### src/rtl/lfsr_src_pkg.sv
// Shared types and constants for the LFSR sample source.
package lfsr_src_pkg;

  typedef enum logic [1:0] {
    ST_IDLE  = 2'd0,
    ST_RUN   = 2'd1,
    ST_DRAIN = 2'd2
  } state_e;

  localparam int TAP0 = 0;
  localparam int TAP1 = 2;
  localparam int TAP2 = 3;
  localparam int TAP3 = 5;

  localparam logic [15:0] DEFAULT_SEED = 16'h0001;
  localparam logic [7:0]  BURST_CONT   = 8'd0;

  // An all-zero LFSR would lock up, so zero seeds map to the default.
  function automatic logic [15:0] coerce_seed(input logic [15:0] s);
    return (s == 16'h0000) ? DEFAULT_SEED : s;
  endfunction

endpackage

### src/rtl/lfsr16.sv
// 16-bit Fibonacci LFSR with synchronous load and advance; exposes the low DW bits.
// Load has priority over advance; zero seeds are coerced to the default seed.
module lfsr16
  import lfsr_src_pkg::*;
#(
  parameter logic [15:0] SEED = DEFAULT_SEED,
  parameter int          DW   = 8
) (
  input  logic          clk,
  input  logic          reset,
  input  logic          load,
  input  logic [15:0]   load_val,
  input  logic          adv,
  output logic [DW-1:0] sample
);

  logic [15:0] lfsr_q;
  logic [15:0] lfsr_d;
  logic        fb;

  always_comb begin
    fb     = lfsr_q[TAP0] ^ lfsr_q[TAP1] ^ lfsr_q[TAP2] ^ lfsr_q[TAP3];
    lfsr_d = lfsr_q;
    if (load) begin
      lfsr_d = coerce_seed(load_val);
    end else if (adv) begin
      lfsr_d = {fb, lfsr_q[15:1]};
    end
  end

  always_ff @(posedge clk or negedge reset) begin
    if (!reset) begin
      lfsr_q <= coerce_seed(SEED);
    end else begin
      lfsr_q <= lfsr_d;
    end
  end

  assign sample = lfsr_q[DW-1:0];

endmodule

### src/rtl/lfsr_sample_source.sv
// Pseudo-random sample source: bursts of LFSR samples over valid/ready, stoppable and reseedable.
// All outputs are registered; a stalled beat holds d_out/d_valid until accepted.
module lfsr_sample_source
  import lfsr_src_pkg::*;
#(
  parameter logic [15:0] SEED = DEFAULT_SEED,
  parameter int          DW   = 8
) (
  input  logic          clk,
  input  logic          reset,
  input  logic          start,
  input  logic          stop,
  input  logic [7:0]    burst_len,
  input  logic          seed_load,
  input  logic [15:0]   seed,
  output logic [DW-1:0] d_out,
  output logic          d_valid,
  input  logic          d_ready,
  output logic          busy,
  output logic          done
);

  state_e      state_q, state_d;
  logic [7:0]  cnt_q, cnt_d;
  logic [7:0]  len_q, len_d;
  logic        done_q, done_d;
  logic        valid_q, valid_d;
  logic        busy_q, busy_d;
  logic        lfsr_load;
  logic        lfsr_adv;
  logic        accept;
  logic [7:0]  cnt_inc;

  assign accept  = valid_q && d_ready;
  assign cnt_inc = cnt_q + 8'd1;

  lfsr16 #(
    .SEED (SEED),
    .DW   (DW)
  ) u_lfsr (
    .clk      (clk),
    .reset    (reset),
    .load     (lfsr_load),
    .load_val (seed),
    .adv      (lfsr_adv),
    .sample   (d_out)
  );

  always_ff @(posedge clk or negedge reset) begin
    if (!reset) begin
      state_q <= ST_IDLE;
    end else begin
      state_q <= state_d;
    end
  end

  always_comb begin
    state_d = state_q;
    case (state_q)
      ST_IDLE: begin
        if (start && !stop) state_d = ST_RUN;
      end
      ST_RUN: begin
        if (accept) begin
          if ((len_q != BURST_CONT) && (cnt_inc == len_q)) state_d = ST_IDLE;
          else if (stop)                                   state_d = ST_IDLE;
        end else if (stop) begin
          // The offered beat must still be delivered before the burst can end.
          state_d = ST_DRAIN;
        end
      end
      ST_DRAIN: begin
        if (accept) state_d = ST_IDLE;
      end
      default: state_d = ST_IDLE;
    endcase
  end

  always_comb begin
    cnt_d     = cnt_q;
    len_d     = len_q;
    lfsr_load = 1'b0;
    lfsr_adv  = 1'b0;
    case (state_q)
      ST_IDLE: begin
        lfsr_load = seed_load;
        if (start && !stop) begin
          len_d = burst_len;
          cnt_d = 8'd0;
        end
      end
      ST_RUN: begin
        if (accept) begin
          lfsr_adv = 1'b1;
          cnt_d    = cnt_inc;
        end
      end
      ST_DRAIN: begin
        lfsr_adv = accept;
      end
      default: ;
    endcase
    done_d  = (state_q != ST_IDLE) && (state_d == ST_IDLE);
    valid_d = (state_d != ST_IDLE);
    busy_d  = (state_d != ST_IDLE);
  end

  always_ff @(posedge clk or negedge reset) begin
    if (!reset) begin
      cnt_q   <= 8'd0;
      len_q   <= BURST_CONT;
      done_q  <= 1'b0;
      valid_q <= 1'b0;
      busy_q  <= 1'b0;
    end else begin
      cnt_q   <= cnt_d;
      len_q   <= len_d;
      done_q  <= done_d;
      valid_q <= valid_d;
      busy_q  <= busy_d;
    end
  end

  assign d_valid = valid_q;
  assign busy    = busy_q;
  assign done    = done_q;

endmodule

### config.mk
export PLATFORM = sky130hd
export DESIGN_NAME = lfsr_sample_source
export DESIGN_NICKNAME = d
export VERILOG_FILES = /design/src/rtl/lfsr_src_pkg.sv /design/src/rtl/lfsr16.sv /design/src/rtl/lfsr_sample_source.sv
export SDC_FILE = /design/constraint.sdc
export NUM_CORES = 1
export LEC_CHECK = 0
export ABC_AREA = 1
export CORE_ASPECT_RATIO = 0.75
export CORE_UTILIZATION = 49
export CTS_CLUSTER_SIZE = 40
export DETAILED_ROUTE_END_ITERATION = 12
export PLACE_DENSITY = 0.81
export SYNTH_ARGS = -nofsm -noshare
export SYNTH_HDL_FRONTEND = slang
export SYNTH_SLANG_ARGS = --single-unit
### constraint.sdc
create_clock -name clk -period 2 [get_ports clk]
set_clock_uncertainty 0.05 [all_clocks]
set_input_delay 0.4 -clock clk [delete_from_list [all_inputs] [get_ports clk]]
set_output_delay 0.4 -clock clk [all_outputs]
set_load 0.03 [all_outputs]
==> results summary <==
The later-pin clock latency in the skew report is 0.29 ns. The routed wire length came out at 4.50 mm. Setup repair after global routing left no endpoint under its margin. Before antenna repair, the detailed router went through 4 iterations. The ratio of routed vias to standard cells is 5.02. The width of the chip is 76.8 um. The data arrival at the endpoint of the critical path is 1.42 ns.

The total count of max-transition violations in the final report is 0. The total via count after detailed routing is 1859. After filler insertion, the fill cell instance count of the layout stands at 333. Averaged over all synthesized cells, the footprint is around 7.7 um^2. The final antenna-violating net count came out at 0. Once routing completed, OpenROAD measured the worst setup slack at ~0.13 ns. TritonCTS built the clock tree.

For this run, design rule violations remaining after detail routing come to 0. Counting the buffers created by CTS gives 5. The number of buffers on the longest clock path came out at 2. For this run, the post-layout net count is 349. The share of total power dissipated in the clock network is 0.159. The library cell used most frequently in the layout, excluding fill and tap cells, is nand2_1. The post-route fraction of the period consumed by the critical path came out at 0.933. Together, buffers and inverters on the worst path number 1. The ratio of total power to cell area came out at ~1300 mW/mm^2. The peak per-stage delay on the critical path came out at 0.70 ns. The maximum resistive drop on vdd is 1.10 mV. The minimum hold slack is roughly 0.45 ns. In this run the worst setup path terminates at d_out[2]. At the worst endpoint, the required time is 1.55 ns. The flip-flop and latch count after synthesis came out at 36.

Derived from the worst setup path, the maximum achievable clock frequency is 0.536 GHz. The launch point of the worst path is u_lfsr.lfsr_q[2]. The worst relative slew slack came out at 0.697. The count of placed standard cells in the final layout, fillers left out came out at 370.

The share of total power dissipated in sequential elements is 0.364. Of the total power, the share spent switching nets is 0.410. The total leakage power came out at 1.23 nW. The quantity of hold-fixing buffers added after cts is 0.

The core region is approximately 0.0040 mm^2. After detailed routing, the average wire length per cell comes to 12.1 um. The repair_antennas step left the layout with diodes totalling 0. The number of warnings reported in the yosys synthesis log came out at 0. The combined area of all synthesized cells came out at 0.00206 mm^2. The share of total power in combinational logic came out at 0.477. The starting DRC count in detailed routing came out at 118. The sum of overflow across all layers after global routing came out at 0.

The cell count after synthesis came out at roughly 270. The final number of hold-violating endpoints is 0. The worst hold path belongs to the class reg -> reg. The signal on the critical path passes through clkdlybuf4s50_1. The fraction of the core area covered by cells at the end of the flow came out at 0.654.

The H-tree generated during clock tree synthesis spans 2 levels. The cell at the root of the clock tree is clkbuf_8. For this design the total switching power over the nets is roughly 0.0014 W.

The synthesized net count is 304. The die span in y came out at 58.1 um. The sequential area share after synthesis came out at 0.438. The pin count of the biggest net entering global routing is 37.

The setup fix buffers added after clock tree synthesis is 0. The number of antenna violations at the first check in global routing came out at 0. The congestion estimate from routability-driven global placement came to approximately 0.9. The number of global-route vias before repair came to 1679. The post-route minimum period came out at about 1.9 ns.

The post-cts gate resize count came out at 0. The combined global-route utilization of all metal layers came out at 0.221. The total negative slack for setup checks came out at 0 ns.

The kind of end point of the critical path is an output pin. The internal power consumption is 0.00208 W. The number of port buffers came out at 40. The global-route wire length before repair came out at between 7 and 8 mm. In the layout the commonest cells are 63 x nand2_1, 39 x clkdlybuf4s50_1, 38 x nor2_1.

The flow ran to the end, and the final reports show no timing, DRC or antenna violations. The number of unique standard cell types used by synthesis is 35. Clock-pin slew was measured on the worst setup and hold paths at 0.07 ns. The startpoint kind of the worst setup timing path is a flip-flop. Setup violations remaining at the end of the flow were counted as 0. The startpoint identified for the worst register-to-register timing path is cnt_q[1]. The endpoint of the lowest-slack register-to-register path is done. Along the worst path, the maximum fanout reaches 4. The area overhead of the layout relative to synthesis came out at 28.1%. The slowest stage of the critical path belongs to the cell clkdlybuf4s50_1. Measured in cells, the most critical reg-to-reg path has a length of 15.

The initial standard-cell utilization of the core is 0.511. The number of placed instances, taps included is 362. The critical path is of the reg -> out type.

The die covers 0.00447 mm^2. The I/O pin total came out at about 40. After legalization and detailed placement, the total HPWL measured 3.47 mm. The layout cell share with drive strength beyond 1 is 0.121. The worst setup slack after placement came out at between 0.06 and 0.07 ns.

For flop-to-flop paths, the worst setup slack is roughly 0.20 ns. At the pin with the least slew margin, the transition time is around 0.45 ns. Broken down by cell family, the worst path's largest delay share belongs to buffers and inverters. The total of max-cap violations is 0. The clock net sink count is 36. In this run the number of cells on the critical path is 1. The number of core rows came out at 20.
metrics by stage:
step	cell area [um^2]	total power, W
2_1_floorplan	2060	0.00244
3_3_place_gp	2530	0.00291
3_5_place_dp	2530	0.00296
4_1_cts	2630	0.00354
5_1_grt	2640	0.00379
6_report	2640	0.00353
worst min-delay path by stage:
| stage | start | end | slack, ns | cells after the start |
|---|---|---|---|---|
| 3_5_place_dp | u_lfsr.lfsr_q[10] | u_lfsr.lfsr_q[10] | 0.42 | 2 |
| 2_1_floorplan | reset | busy | 0.05 | 0 |
| 5_1_grt | u_lfsr.lfsr_q[10] | u_lfsr.lfsr_q[10] | 0.48 | 2 |
| 3_3_place_gp | u_lfsr.lfsr_q[10] | u_lfsr.lfsr_q[10] | 0.42 | 2 |
| 4_1_cts | u_lfsr.lfsr_q[10] | u_lfsr.lfsr_q[10] | 0.44 | 2 |
| 6_report | u_lfsr.lfsr_q[10] | u_lfsr.lfsr_q[10] | 0.45 | 2 |
registers in the layout, summed over array words and instances, names as in the netlist:
signal and cells:
cnt_q 8, len_q 8, state_q 2, done 1, u_lfsr.lfsr_q 16, busy 1
per-layer routing:
metal  vias up  GRT usage  routed length, um  share of wire
li1        950          -                  -              -
met1       844      0.309               2230           0.49
met2        61      0.330               1950           0.43
met3         4     0.0709                276          0.061
met4         0     0.0577                 44         0.0098
met5         -          0                  0              0
synthesized netlist by cell type:
cell type	count	area share
nor3_1	3	0.0073
buf_4	9	0.033
or2_1	1	0.0030
o21ai_1	2	0.0049
xor2_1	1	0.0043
nor2_2	3	0.0091
mux2_2	5	0.027
nor2_1	38	0.069
nand3_1	15	0.036
nand3_2	1	0.0049
dfrtp_1	35	0.43
a221oi_1	1	0.0043
a31oi_1	7	0.021
inv_2	1	0.0018
a211oi_1	1	0.0036
nand2_1	63	0.11
nand2_2	6	0.018
a21boi_0	1	0.0036
o21ai_0	12	0.029
xnor2_1	2	0.0085
nand3b_1	2	0.0073
dfstp_2	1	0.013
nor4_1	1	0.0030
a21oi_1	10	0.024
buf_2	2	0.0049
clkbuf_1	2	0.0036
ha_1	5	0.030
and2_1	1	0.0030
clkinv_1	3	0.0055
buf_1	1	0.0018
o31ai_1	1	0.0036
nand4_1	1	0.0030
inv_1	26	0.047
a22oi_1	1	0.0036
o22ai_1	5	0.015
power by group through the flow:
stage / sequential [W] / clock, W / combinational, W
3_5_place_dp: 0.00129 / 0 / 0.00167
3_3_place_gp: 0.00128 / 0 / 0.00164
5_1_grt: 0.00132 / 0.000610 / 0.00186
6_report: 0.00128 / 0.000560 / 0.00168
2_1_floorplan: 0.00126 / 0 / 0.00118
4_1_cts: 0.00128 / 0.000577 / 0.00168
cell type report:
cell class                      instances  area (um^2)  share of cell area
Inverter                               30          113              0.0427
Timing Repair Buffer                   52          493               0.187
Tap cell                               55         68.8              0.0261
Clock buffer                            8          100              0.0380
Sequential cell                        36          902               0.342
Multi-Input combinational cell        189          960               0.364
cell families (layout without fill, tap and decap cells):
kind of cell | after synthesis | in the layout | share of synthesized area
mux | 5 | 5 | 0.0274
flops | 36 | 36 | 0.438
simple gates | 135 | 135 | 0.280
fa+ha+maj | 5 | 5 | 0.0304
buf+inv | 44 | 90 | 0.0979
compound gates | 41 | 41 | 0.114
xor+xnor | 3 | 3 | 0.0128
No activity file was read; power rests on OpenSTA's default activity.
